## config.mk

```make
export PLATFORM = sky130hd
export DESIGN_NAME = zports
export DESIGN_NICKNAME = d
export VERILOG_FILES = /design/src/rtl/zports_pkg.sv /design/src/rtl/zports_sync.sv /design/src/rtl/zports.sv
export SDC_FILE = /design/constraint.sdc
export NUM_CORES = 1
export LEC_CHECK = 0
export CORE_UTILIZATION = 45
export DETAILED_ROUTE_END_ITERATION = 8
export PLACE_DENSITY_LB_ADDON = 0.05
export SLEW_MARGIN = 20
export SYNTH_ARGS = -nofsm -noshare
export SYNTH_HDL_FRONTEND = slang
export SYNTH_HIERARCHICAL = 1
export SYNTH_SLANG_ARGS = --single-unit
```

## constraint.sdc

```tcl
create_clock -name fclk -period 2.05 [get_ports fclk]
set_input_delay 0.5125 -clock fclk [delete_from_list [all_inputs] [get_ports fclk]]
set_output_delay 0.5125 -clock fclk [all_outputs]
set_load 0.05 [all_outputs]
```

## src/rtl/zports_pkg.sv

```systemverilog
// Shared constants and types for the zports port-register stage.
package zports_pkg;

   localparam logic [1:0] REG_SL811 = 2'd0;
   localparam logic [1:0] REG_CFG   = 2'd1;
   localparam logic [1:0] REG_IEN   = 2'd2;
   localparam logic [1:0] REG_STAT  = 2'd3;

   localparam int CFG_WIN_LSB    = 0;
   localparam int CFG_ENA_BIT    = 4;
   localparam int CFG_SRST_BIT   = 7;

   localparam int STAT_W5300_BIT = 0;
   localparam int STAT_SL811_BIT = 1;
   localparam int STAT_ZINT_BIT  = 6;
   localparam int STAT_BUSY_BIT  = 7;

   typedef enum logic {
      ST_IDLE = 1'b0,
      ST_HOLD = 1'b1
   } rst_state_t;

endpackage

```

## src/rtl/zports_sync.sv

```systemverilog
// Multi-stage synchroniser for one asynchronous input; resets to 1 so idle
// active-low strobes and interrupts look inactive out of reset.
module zports_sync #(
   parameter int SYNC_STAGES = 2
) (
   input  logic fclk,
   input  logic rst_n,
   input  logic d,
   output logic q
);

   logic [SYNC_STAGES-1:0] ff;

   always_ff @(posedge fclk or negedge rst_n) begin
      if (!rst_n) ff <= '1;
      else        ff <= {ff[SYNC_STAGES-2:0], d};
   end

   assign q = ff[SYNC_STAGES-1];

endmodule

```

## src/rtl/zports.sv

```systemverilog
// Port registers behind the ZX-bus decoder: CFG/IEN/STAT, chip reset generator
// and interrupt merge. Define ZPORTS_INT_LATCH_EN for sticky STAT[1:0] pending bits.
//
// state   | meaning
// ST_HOLD | chip resets asserted, counting RST_CYCLES fclk
// ST_IDLE | chips out of reset, normal operation
module zports
   import zports_pkg::*;
#(
   parameter int RST_CYCLES  = 1000,
   parameter int SYNC_STAGES = 2
) (
   input  logic       fclk,
   input  logic       rst_n,
   input  logic       ports_wrena,
   input  logic       ports_wrstb_n,
   input  logic [1:0] ports_addr,
   input  logic [7:0] ports_wrdata,
   output logic [7:0] ports_rddata,
   output logic [1:0] rommap_win,
   output logic       rommap_ena,
   input  logic       w5300_int_n,
   input  logic       sl811_int_n,
   output logic       w5300_rst_n,
   output logic       sl811_rst_n,
   output logic       zint_n
);

   localparam int CNT_W = (RST_CYCLES > 1) ? $clog2(RST_CYCLES) : 1;
   localparam logic [CNT_W-1:0] CNT_TC = CNT_W'(RST_CYCLES - 1);

   logic       wr_s, wr_s_d;
   logic [1:0] int_s;
   logic       hold_ena;
   logic [1:0] hold_addr;
   logic [7:0] hold_data;
   logic       commit, cfg_wr, soft_rst;
   logic [1:0] ien;
   logic [1:0] pending;
   rst_state_t state, state_nxt;
   logic [CNT_W-1:0] cnt;
   logic       busy, chip_rst_n;

   zports_sync #(.SYNC_STAGES(SYNC_STAGES)) u_sync_wr (
      .fclk(fclk), .rst_n(rst_n), .d(ports_wrstb_n), .q(wr_s));
   zports_sync #(.SYNC_STAGES(SYNC_STAGES)) u_sync_w5300 (
      .fclk(fclk), .rst_n(rst_n), .d(w5300_int_n), .q(int_s[STAT_W5300_BIT]));
   zports_sync #(.SYNC_STAGES(SYNC_STAGES)) u_sync_sl811 (
      .fclk(fclk), .rst_n(rst_n), .d(sl811_int_n), .q(int_s[STAT_SL811_BIT]));

   // Keep sampling the bus while the strobe is low; the last sample wins.
   always_ff @(posedge fclk or negedge rst_n) begin
      if (!rst_n) begin
         wr_s_d    <= 1'b1;
         hold_ena  <= 1'b0;
         hold_addr <= 2'b00;
         hold_data <= 8'h00;
      end else begin
         wr_s_d <= wr_s;
         if (!wr_s) begin
            hold_ena  <= ports_wrena;
            hold_addr <= ports_addr;
            hold_data <= ports_wrdata;
         end
      end
   end

   assign commit   = wr_s & ~wr_s_d & hold_ena;
   assign cfg_wr   = commit & (hold_addr == REG_CFG);
   assign soft_rst = cfg_wr & hold_data[CFG_SRST_BIT];

   wire unused_hold_bits = ^{hold_data[6:5], hold_data[3:2]};

   always_ff @(posedge fclk or negedge rst_n) begin
      if (!rst_n) begin
         rommap_win <= 2'b00;
         rommap_ena <= 1'b0;
         ien        <= 2'b00;
      end else begin
         if (cfg_wr) begin
            rommap_win <= hold_data[CFG_WIN_LSB +: 2];
            rommap_ena <= hold_data[CFG_ENA_BIT];
         end
         if (commit && hold_addr == REG_IEN)
            ien <= hold_data[1:0];
      end
   end

   always_ff @(posedge fclk or negedge rst_n) begin
      if (!rst_n) state <= ST_HOLD;
      else        state <= state_nxt;
   end

   always_comb begin
      state_nxt = state;
      if (soft_rst)
         state_nxt = ST_HOLD;
      else if (state == ST_HOLD && cnt == CNT_TC)
         state_nxt = ST_IDLE;
   end

   always_comb begin
      busy       = (state == ST_HOLD);
      chip_rst_n = (state == ST_IDLE);
   end

   // A soft reset during HOLD restarts the count from zero.
   always_ff @(posedge fclk or negedge rst_n) begin
      if (!rst_n)
         cnt <= '0;
      else if (soft_rst || state == ST_IDLE)
         cnt <= '0;
      else if (cnt != CNT_TC)
         cnt <= cnt + CNT_W'(1);
   end

   assign w5300_rst_n = chip_rst_n;
   assign sl811_rst_n = chip_rst_n;

`ifdef ZPORTS_INT_LATCH_EN
   logic [1:0] int_s_d, int_fall, int_lat, stat_clr;

   assign int_fall = int_s_d & ~int_s;
   assign stat_clr = (commit && hold_addr == REG_STAT) ? hold_data[1:0] : 2'b00;

   // A fresh edge beats a clear landing in the same cycle.
   always_ff @(posedge fclk or negedge rst_n) begin
      if (!rst_n) begin
         int_s_d <= 2'b11;
         int_lat <= 2'b00;
      end else begin
         int_s_d <= int_s;
         if (busy || state_nxt == ST_HOLD)
            int_lat <= 2'b00;
         else
            int_lat <= (int_lat & ~stat_clr) | int_fall;
      end
   end

   assign pending = busy ? 2'b00 : (int_lat | int_fall);
`else
   assign pending = busy ? 2'b00 : ~int_s;
`endif

   always_ff @(posedge fclk or negedge rst_n) begin
      if (!rst_n) zint_n <= 1'b1;
      else        zint_n <= ~|(pending & ien);
   end

   always_comb begin
      ports_rddata = 8'h00;
      case (ports_addr)
         REG_SL811: ports_rddata = 8'hFF;
         REG_CFG: begin
            ports_rddata[CFG_WIN_LSB +: 2] = rommap_win;
            ports_rddata[CFG_ENA_BIT]      = rommap_ena;
         end
         REG_IEN:   ports_rddata[1:0] = ien;
         REG_STAT: begin
            ports_rddata[STAT_W5300_BIT] = pending[STAT_W5300_BIT];
            ports_rddata[STAT_SL811_BIT] = pending[STAT_SL811_BIT];
            ports_rddata[STAT_ZINT_BIT]  = ~zint_n;
            ports_rddata[STAT_BUSY_BIT]  = busy;
         end
         default: ports_rddata = 8'h00;
      endcase
   end

endmodule

```

==> results of run 1 <==
## stage by stage
step | worst slack (ns) | TNS (ns) | instances
after floorplan | 0.02917 | 0 | 120
after global placement | -0.4114 | -2.339 | 179
after detailed placement | -0.4323 | -2.513 | 179
after CTS | -0.005775 | -0.005775 | 187
after global routing | -0.009591 | -0.01932 | 187
final | 0.03469 | 0 | 187
## how the worst max path moves through the flow
stage | start | to | slack (ns) | cells after the start
after floorplan | ports_addr[0] | ports_rddata[6] | 0.03 | 4
after CTS | ports_addr[0] | ports_rddata[0] | -0.006 | 6
after global placement | ports_addr[0] | ports_rddata[0] | -0.41 | 6
after detailed placement | ports_addr[0] | ports_rddata[0] | -0.43 | 6
after global routing | ports_addr[0] | ports_rddata[7] | -0.01 | 7
final | ports_addr[0] | ports_rddata[7] | 0.03 | 7
## kinds of logic after synthesis
family | share of synthesized area
buf+inv | 0.04460
flops | 0.5611
compound gates | 0.1115
mux | 0.08029
fa+ha+maj | 0.04460
xor+xnor | 0.01249
simple gates | 0.1454
## power by group through the flow
| stage | logic, mW | registers [mW] | clock network, mW |
|---|---|---|---|
| after floorplan | 0.294 | 0.877 | 0 |
| after global placement | 0.576 | 0.800 | 0 |
| after detailed placement | 0.590 | 0.805 | 0 |
| after CTS | 0.589 | 0.798 | 0.358 |
| after global routing | 0.632 | 0.820 | 0.378 |
| final | 0.590 | 0.803 | 0.344 |
## routing by layer
layer / GRT usage / vias to the layer above
met2: 0.2972 / 23
li1: - / 508
met1: 0.2681 / 522
met3: 0.05134 / 10
met4: 0.1020 / 0
met5: 0 / -
## cell usage after synthesis (2+ instances only)
cell type / n / area [um^2]
nand3b_1: 2 / 15.01
or3_1: 3 / 18.77
buf_2: 2 / 10.01
o31ai_1: 3 / 22.52
mux2_2: 10 / 112.6
nor3_1: 3 / 15.01
nor4_1: 2 / 12.51
a21oi_1: 8 / 40.04
buf_4: 3 / 22.52
dfstp_2: 9 / 236.5
or4_1: 3 / 22.52
nand2_1: 7 / 26.28
ha_1: 5 / 62.56
a221oi_1: 2 / 17.52
nand3_1: 3 / 15.01
o21ai_0: 7 / 35.03
nor2_1: 4 / 15.01
dfrtp_1: 22 / 550.5
nor3b_1: 2 / 15.01
o22ai_1: 2 / 12.51
inv_1: 8 / 30.03
xor2_1: 2 / 17.52
## sequential cells by signal, summed over array words and instances, names as in the netlist, 2 cells and up
signal / cells
cnt: 10
hold_addr: 2
hold_data: 4
ien: 2
rommap_win: 2
u_sync_sl811/ff: 2
u_sync_w5300/ff: 2
u_sync_wr/ff: 2
## cell type report
type,count,area (um^2),share of cell area
flip-flops and latches,31,787.0,0.4168
well taps,31,38.79,0.02054
multi-input cells,76,620.6,0.3287
inverters,8,30.03,0.01590
clock buffers,6,41.29,0.02187
repair buffers,33,357.8,0.1895
clock inverters,2,12.51,0.006627
## critical path, stage by stage
cell	delay, ns
clkdlybuf4s15_2	0.21
inv_2	0.11
ha_4	0.19
buf_4	0.13
a21oi_1	0.05
nor2_2	0.14
buf_12	0.15
## timing repair
item	4_1_cts	5_1_grt
gates resized for setup	18	4
pin swaps	2	2
setup endpoints to repair	11	3
hold buffers	0	0
==> metrics.cfg, run 1 <==
[status]
status=complete, but fails checks
violations=design-rule violations

[pwr]
power_density_nw_per_um2=920.3
power_frac_seq=0.462
swShare=0.3782
total_power_mw=1.738
combPwrFrac=0.340
leakage_nw=0.7920
ir_drop_mv=0.5761
p_sw_mw=0.6571
internal-power_mw=1.080
clkPwrFrac=0.198

[die]
rows=19
initial_core_util=0.4917
core_um2=2853
fp.dieW_um=57.83
pin_count=30
die_h_um=57.83
dieArea_um2=3344

[clock_tree]
clk_pin_slew_ns=0.09
htree_levels=2
numCtsBuffers=5
clockBufferDepth=2
cts_num_sinks=31
clk_latency_ns=0.33
cts_root_buf=clkbuf_4
post_cts_buffers=0
cts_tree=yes

[global_route]
grt_pass1_wl_um=4899
grt_use_total=0.1987
grt_pass1_vias=1064
grt_max_degree=32
grt-ovfl-total=0
antenna_found_initial=0

[worst_setup_path]
ff2ff_setup_slack_ns=0.37
arrival_ns=1.50
cp.required_ns=1.54
rr_endpoint=ien[1]
critPathLaunchType=primary input
reg2reg_depth=3
r2r-start=u_sync_wr/ff[1]
path_class=primary input to output pin
end_kind=output pin
cp_max_fo=4

[timing]
worstMarginPinSlew_ns=0.4935
skew_ns=0.001405
final.period_utilization=0.9831
hold_violations=0
slew_headroom=0.6723
slew_violations=0
hold_ws_ns=0.3614
rsz0062_at_grt=yes
period_needed_ns=2.015
setup_viol=0
timing.fmax_ghz=0.4962

[drt]
wl_met1_um=1318
top_layer=met4
antenna_left=0
wl_met2_um=1304
drt_wl_total_um=2804
drt_pass1_iterations=6
dr.first_iter.drc_count=34
drc=3
num_vias=1063
routedWlPerCell_um=14.99
viasPerCell=5.684
wl_met3_um=100

[yosys]
async_flop_share=1.000
seq_area_frac_synth=0.5611
ys.flop_type=dfrtp_1
synth_cell_types=30
synth-seq-cells=31
synth_area_um2=1403
postSynthNetCount=141
synth_cells=120
synth.avg_cell_area_um2=11.69
yosys_warnings=6
synth-edff-count=0

[cells_and_area]
final_nets=176
drive_gt1_frac=0.3910
layout_commonest_cell=dfrtp_1
final_cell_mix=dfrtp_1, buf_4, mux2_2
fill_cells=229
fin_area_um2=1888
final_core_util=0.6618
diodes=0
synthToLayoutAreaGrowth_pct=34.61

[place]
gp_congestion=0.7069
portBuffers=25
placed_area_um2=1782
dp_hpwl_um=2043

[flow_run]
drv_cap=0

[hold_path]
hp-start=u_sync_w5300/ff[0]
hold_end=u_sync_w5300/ff[1]
min_path_type=register to register
min_path_cells=0

Power figures use the tool's default switching activity.
==> inputs of run 2 (changes only) <==
--- a/config.mk
+++ b/config.mk
@@ -8,6 +8,7 @@
 export CORE_UTILIZATION = 45
 export DETAILED_ROUTE_END_ITERATION = 8
 export PLACE_DENSITY_LB_ADDON = 0.05
+export SKIP_LAST_GASP = 1
 export SLEW_MARGIN = 20
 export SYNTH_ARGS = -nofsm -noshare
 export SYNTH_HDL_FRONTEND = slang
==> constraint.sdc (replaced) <==
create_clock -name fclk -period 2.05 [get_ports fclk]
set_input_delay 0.3075 -clock fclk [delete_from_list [all_inputs] [get_ports fclk]]
set_output_delay 0.3075 -clock fclk [all_outputs]
set_load 0.05 [all_outputs]
==> metrics.cfg, run 2 (synthesis gave the netlist of run 1 again) <==
[cells_and_area]
fin_area_um2=1833  ; -2.9%
multiInputGateArea_um2=573.1  ; -7.7%
final-seq-area_um2=787.0  ; unchanged
fin_cells=183  ; -2.1%
drive_gt1_frac=0.2961  ; -0.09497
largest-register=cnt
largestRegisters=cnt x10, hold_data x4
largest_reg_flops=10  ; unchanged
final_core_util=0.6425  ; -0.01930
layout_commonest_cell=dfrtp_1
synthToLayoutAreaGrowth_pct=30.69
fill_cells=244  ; +6.6%
final_cell_mix=dfrtp_1, clkdlybuf4s50_1, mux2_2
diodes=0  ; unchanged
final_nets=172  ; -2.3%

[global_route]
grt-ovfl-total=0  ; unchanged
grt_use_total=0.1826  ; -0.01606
grt_pass1_wl_um=4574  ; -6.6%
grt_pass1_vias=1055  ; -0.85%
use_met2=0.2972  ; unchanged
gr-usage-met1=0.2345  ; -0.03363
antenna_found_initial=0  ; unchanged
grt_use_met3=0.06696  ; +0.01563
grt_max_degree=32  ; unchanged
grt_busiest_layer=met2

[worst_setup_path]
critPathSlowestCell=clkdlybuf4s50_1
end_kind=output pin
cp_max_fo=3  ; -1
arrival_ns=1.67  ; +0.17 ns
path_class=primary input to output pin
rr_endpoint=ien[1]
max_stage_delay_ns=0.52  ; +0.31 ns
cp_cell_sequence=clkdlybuf4s50_1 > inv_1 > ha_2 > a221oi_2 > o21ai_1 > buf_4
ff2ff_setup_slack_ns=0.33  ; -0.04 ns
r2r-start=u_sync_wr/ff[1]
critPathLaunchType=primary input
cp.required_ns=1.74  ; +0.20 ns
crit_family=buffers and inverters
reg2reg_depth=3  ; unchanged
timing.critical_path.buf_inv=3  ; -1

[die]
pin_count=30  ; unchanged
rows=19  ; unchanged
die_h_um=57.83  ; unchanged
dieArea_um2=3344  ; unchanged
fp.dieW_um=57.83  ; unchanged
core_um2=2853  ; unchanged
initial_core_util=0.4917  ; unchanged

[timing]
slew_violations=0  ; unchanged
final.period_utilization=0.9660  ; -0.01706
period_needed_ns=1.980  ; -0.03498 ns
slew_headroom=0.6575  ; -0.01479
skew_ns=0.002841  ; +0.001437 ns
timing.fmax_ghz=0.5050  ; +1.8%
fin_tns_setup_ns=0  ; unchanged
fin_ws_ns=0.06968  ; +0.03498 ns
rsz0062_at_grt=yes
setup_viol=0  ; unchanged
hold_ws_ns=0.3587  ; -0.002666 ns
worstMarginPinSlew_ns=0.5121  ; +0.01862 ns
hold_violations=0  ; unchanged

[status]
violations=design-rule violations
status=complete, but fails checks

[pwr]
ir_drop_mv=0.5944  ; +3.2%
total_power_mw=1.770  ; +1.9%
leakage_nw=0.7658  ; -3.3%
power_density_nw_per_um2=965.9  ; +5.0%

[place]
portBuffers=25  ; unchanged
dp_hpwl_um=1951  ; -4.5%
gp_congestion=0.6785  ; -4.0%
preCtsSetupSlack_ns=-0.04352  ; +0.3888 ns
placed_area_um2=1744  ; -2.1%
place_inst=175  ; -2.2%

[drt]
drt_pass1_iterations=6  ; unchanged
antenna_left=0  ; unchanged
drt_wl_total_um=2629  ; -6.2%
drc=2  ; -1
routedWlPerCell_um=14.37  ; -4.2%
num_vias=1003  ; -5.6%
viasPerCell=5.481  ; -3.6%
dr.first_iter.drc_count=26  ; -24%

[clock_tree]
htree_levels=2  ; unchanged
clk_latency_ns=0.31  ; -0.02 ns
numCtsBuffers=5  ; unchanged
clk_pin_slew_ns=0.09  ; about the same
cts_root_buf=clkbuf_4
post_cts_buffers=0  ; unchanged
cts_tree=yes
cts_num_sinks=31  ; unchanged
clockBufferDepth=2  ; unchanged
cts_hold_buf=0  ; unchanged

[hold_path]
min_path_cells=0  ; unchanged
hold_end=u_sync_w5300/ff[1]
hp-start=u_sync_w5300/ff[0]
min_path_type=register to register

[flow_run]
drv_cap=0  ; unchanged

run 2: changes by cell type in the layout (fill, tap and decap cells not counted), sizes merged:
| cell | delta |
|---|---|
| clkdlybuf4s50 | +8 |
| clkinvlp | -1 |
| clkbuf | +2 |
| buf | -8 |
| clkdlybuf4s15 | -1 |
| clkinv | -1 |
| dlygate4sd2 | -3 |
run 2: how the worst max path moves through the flow:
stage	from	end	depth (start not counted)
final	ports_addr[1]	ports_rddata[1]	6
after global routing	ports_addr[1]	ports_rddata[1]	6
after CTS	ports_addr[1]	ports_rddata[0]	6
after detailed placement	ports_addr[1]	ports_rddata[1]	6
after global placement	ports_addr[0]	ports_rddata[0]	6
after floorplan	busy	ports_rddata[0]	3
run 2: routing by layer:
metal	wire length, um	vias up
met5	0	-
met3	114	2
met1	1221	487
li1	-	493
met4	17	0
met2	1276	21
run 2: power by group:
group          total (mW)  internal, mW  switching, mW
Combinational       0.581         0.236          0.344
Clock               0.391         0.202          0.190
Sequential          0.798         0.716         0.0827
run 2: area by class of cell:
| type | instances | share of cell area |
|---|---|---|
| sequential | 31 | 0.4294 |
| multi-input combinational | 76 | 0.3126 |
| timing repair buffer | 29 | 0.1829 |
| clock buffer | 8 | 0.03754 |
| tap | 31 | 0.02116 |
| inverter | 8 | 0.01638 |
run 2: what timing repair did:
| item | CTS | global route |
|---|---|---|
| pin swaps | 0 | 1 |
| endpoints found under the setup margin | 2 | 4 |
| resized for setup | 2 | 5 |
==> inputs of run 3 (changes only) <==
--- a/config.mk
+++ b/config.mk
@@ -5,7 +5,9 @@
 export SDC_FILE = /design/constraint.sdc
 export NUM_CORES = 1
 export LEC_CHECK = 0
-export CORE_UTILIZATION = 45
+export CELL_PAD_IN_SITES_DETAIL_PLACEMENT = 0
+export CELL_PAD_IN_SITES_GLOBAL_PLACEMENT = 1
+export CORE_UTILIZATION = 39
 export DETAILED_ROUTE_END_ITERATION = 8
 export PLACE_DENSITY_LB_ADDON = 0.05
 export SKIP_LAST_GASP = 1
==> metrics.cfg, run 3 (synthesis gave the netlist of run 1 again) <==
[place]
placed_area_um2=1778  ; +1.9%
preCtsSetupSlack_ns=-0.01466  ; +0.02886 ns
place_inst=192  ; +9.7%
dp_hpwl_um=1974  ; +1.1%
gp_congestion=0.7645  ; +13%
portBuffers=25  ; unchanged

[die]
die_h_um=61.97  ; +7.2%
initial_core_util=0.4138  ; -0.07786
pin_count=30  ; unchanged
dieArea_um2=3840  ; +15%
core_um2=3390  ; +19%
rows=21  ; +2
fp.dieW_um=61.97  ; +7.2%

[clock_tree]
cts_num_sinks=31  ; unchanged
clk_latency_ns=0.33  ; +0.02 ns
numCtsBuffers=5  ; unchanged
cts_root_buf=clkbuf_4
cts_hold_buf=0  ; unchanged
clk_pin_slew_ns=0.09  ; about the same
post_cts_buffers=0  ; unchanged
clockBufferDepth=2  ; unchanged
cts_tree=yes
htree_levels=2  ; unchanged

[cells_and_area]
drive_gt1_frac=0.2987  ; +0.002649
fin_area_um2=1879  ; +2.5%
final_cell_mix=dfrtp_1, clkdlybuf4s50_1, mux2_2
layout_commonest_cell=dfrtp_1
largestRegisters=cnt x10, hold_data x4
final_nets=174  ; +1.2%
diodes=0  ; unchanged
largest-register=cnt
largest_reg_flops=10  ; unchanged
synthToLayoutAreaGrowth_pct=33.99
fin_cells=200  ; +9.3%

[worst_setup_path]
ff2ff_setup_slack_ns=0.47  ; +0.14 ns
reg2reg_depth=3  ; unchanged
critPathLaunchType=primary input
r2r-start=cnt[4]
cp.required_ns=1.74  ; about the same
arrival_ns=1.68  ; about the same
cp_max_fo=2  ; -1
rr_endpoint=cnt[1]
path_class=primary input to output pin
end_kind=output pin

[drt]
drc=0  ; -2
drt_pass1_iterations=4  ; -2
dr.first_iter.drc_count=40  ; +54%
routedWlPerCell_um=13.22  ; -8.0%
drt_wl_total_um=2643  ; +0.53%
antenna_left=0  ; unchanged
num_vias=1015  ; +1.2%
viasPerCell=5.075  ; -7.4%

[pwr]
swShare=0.3360  ; -0.01240
p_sw_mw=0.6261  ; +1.5%
clkPwrFrac=0.265  ; +0.044
ir_drop_mv=0.5206  ; -12%
leakage_nw=0.8048  ; +5.1%
power_density_nw_per_um2=991.6  ; +2.7%
power_frac_seq=0.425  ; -0.026
internal-power_mw=1.237  ; +7.3%
combPwrFrac=0.311  ; -0.017

[timing]
worstMarginPinSlew_ns=0.4998  ; -0.01234 ns
fin_tns_setup_ns=0  ; unchanged
fin_ws_ns=0.06270  ; -0.006981 ns
timing.fmax_ghz=0.5032  ; -0.35%
slew_violations=0  ; unchanged
slew_headroom=0.6663  ; +0.008752
skew_ns=0.004899  ; +0.002058 ns
final.period_utilization=0.9694  ; +0.003405
hold_violations=0  ; unchanged
setup_viol=0  ; unchanged
rsz0062_at_grt=yes
period_needed_ns=1.987  ; +0.006981 ns

[global_route]
grt_pass1_wl_um=4381  ; -4.2%
grt_max_degree=32  ; unchanged
antenna_found_initial=0  ; unchanged
grt-ovfl-total=0  ; unchanged
grt_pass1_vias=942  ; -11%
grt_use_total=0.1635  ; -0.01908

[hold_path]
min_path_type=primary input to asynchronous set/reset pin

[status]
status=completed

[flow_run]
drv_cap=0  ; unchanged

==> run 3: how the worst max path moves through the flow <==
stage / start / to / slack, ns / cells after the start
floorplan: busy / ports_rddata[0] / -0.20 / 3
global placement: ports_addr[0] / ports_rddata[0] / 0.03 / 6
detailed placement: ports_addr[0] / ports_rddata[1] / -0.01 / 6
CTS: ports_addr[1] / ports_rddata[0] / 0.02 / 6
global route: ports_addr[1] / ports_rddata[0] / -0.006 / 6
finish: ports_addr[1] / ports_rddata[0] / 0.06 / 6
==> run 3: power by group through the flow <==
stage / registers [mW] / logic [mW] / clock network (mW)
6_report: 0.791 / 0.579 / 0.493
5_1_grt: 0.806 / 0.628 / 0.547
4_1_cts: 0.792 / 0.585 / 0.513
3_5_place_dp: 0.800 / 0.582 / 0
3_3_place_gp: 0.797 / 0.576 / 0
2_1_floorplan: 0.877 / 0.286 / 0
==> run 3: layout make-up <==
type	instances	area (um^2)
clock inverters	2	35.03
multi-input cells	76	564.3
clock buffers	6	51.30
inverters	8	30.03
flip-flops and latches	31	787.0
fillers	293	1510
well taps	46	57.56
repair buffers	31	354.1
==> run 3: timing repair <==
action | CTS | global route
endpoints found under the setup margin | 2 | 4
resized for setup | 3 | 3
pin swaps | 0 | 0
==> run 3: layer usage <==
metal | share of wire | track usage | routed length, um | vias up
met2 | 0.46 | 0.2325 | 1209 | 27
li1 | - | - | - | 499
met1 | 0.47 | 0.2238 | 1253 | 481
met5 | 0 | 0 | 0 | -
met3 | 0.043 | 0.04348 | 113 | 8
met4 | 0.025 | 0.09524 | 66 | 0
==> run 3: critical path: stages <==
cell and delay, ns:
clkdlybuf4s50_1 0.43, buf_4 0.15, ha_1 0.20, a221oi_1 0.25, o21ai_0 0.13, buf_4 0.20
==> run 3: metrics by stage <==
stage | power (mW) | utilization | hold WS (ns)
2_1_floorplan | 1.163 | - | 0.01191
3_3_place_gp | 1.373 | 0.5245 | 0.3466
3_5_place_dp | 1.383 | 0.5245 | 0.3478
4_1_cts | 1.890 | 0.5522 | 0.3519
5_1_grt | 1.980 | 0.5544 | 0.3612
6_report | 1.863 | 0.5544 | 0.3576
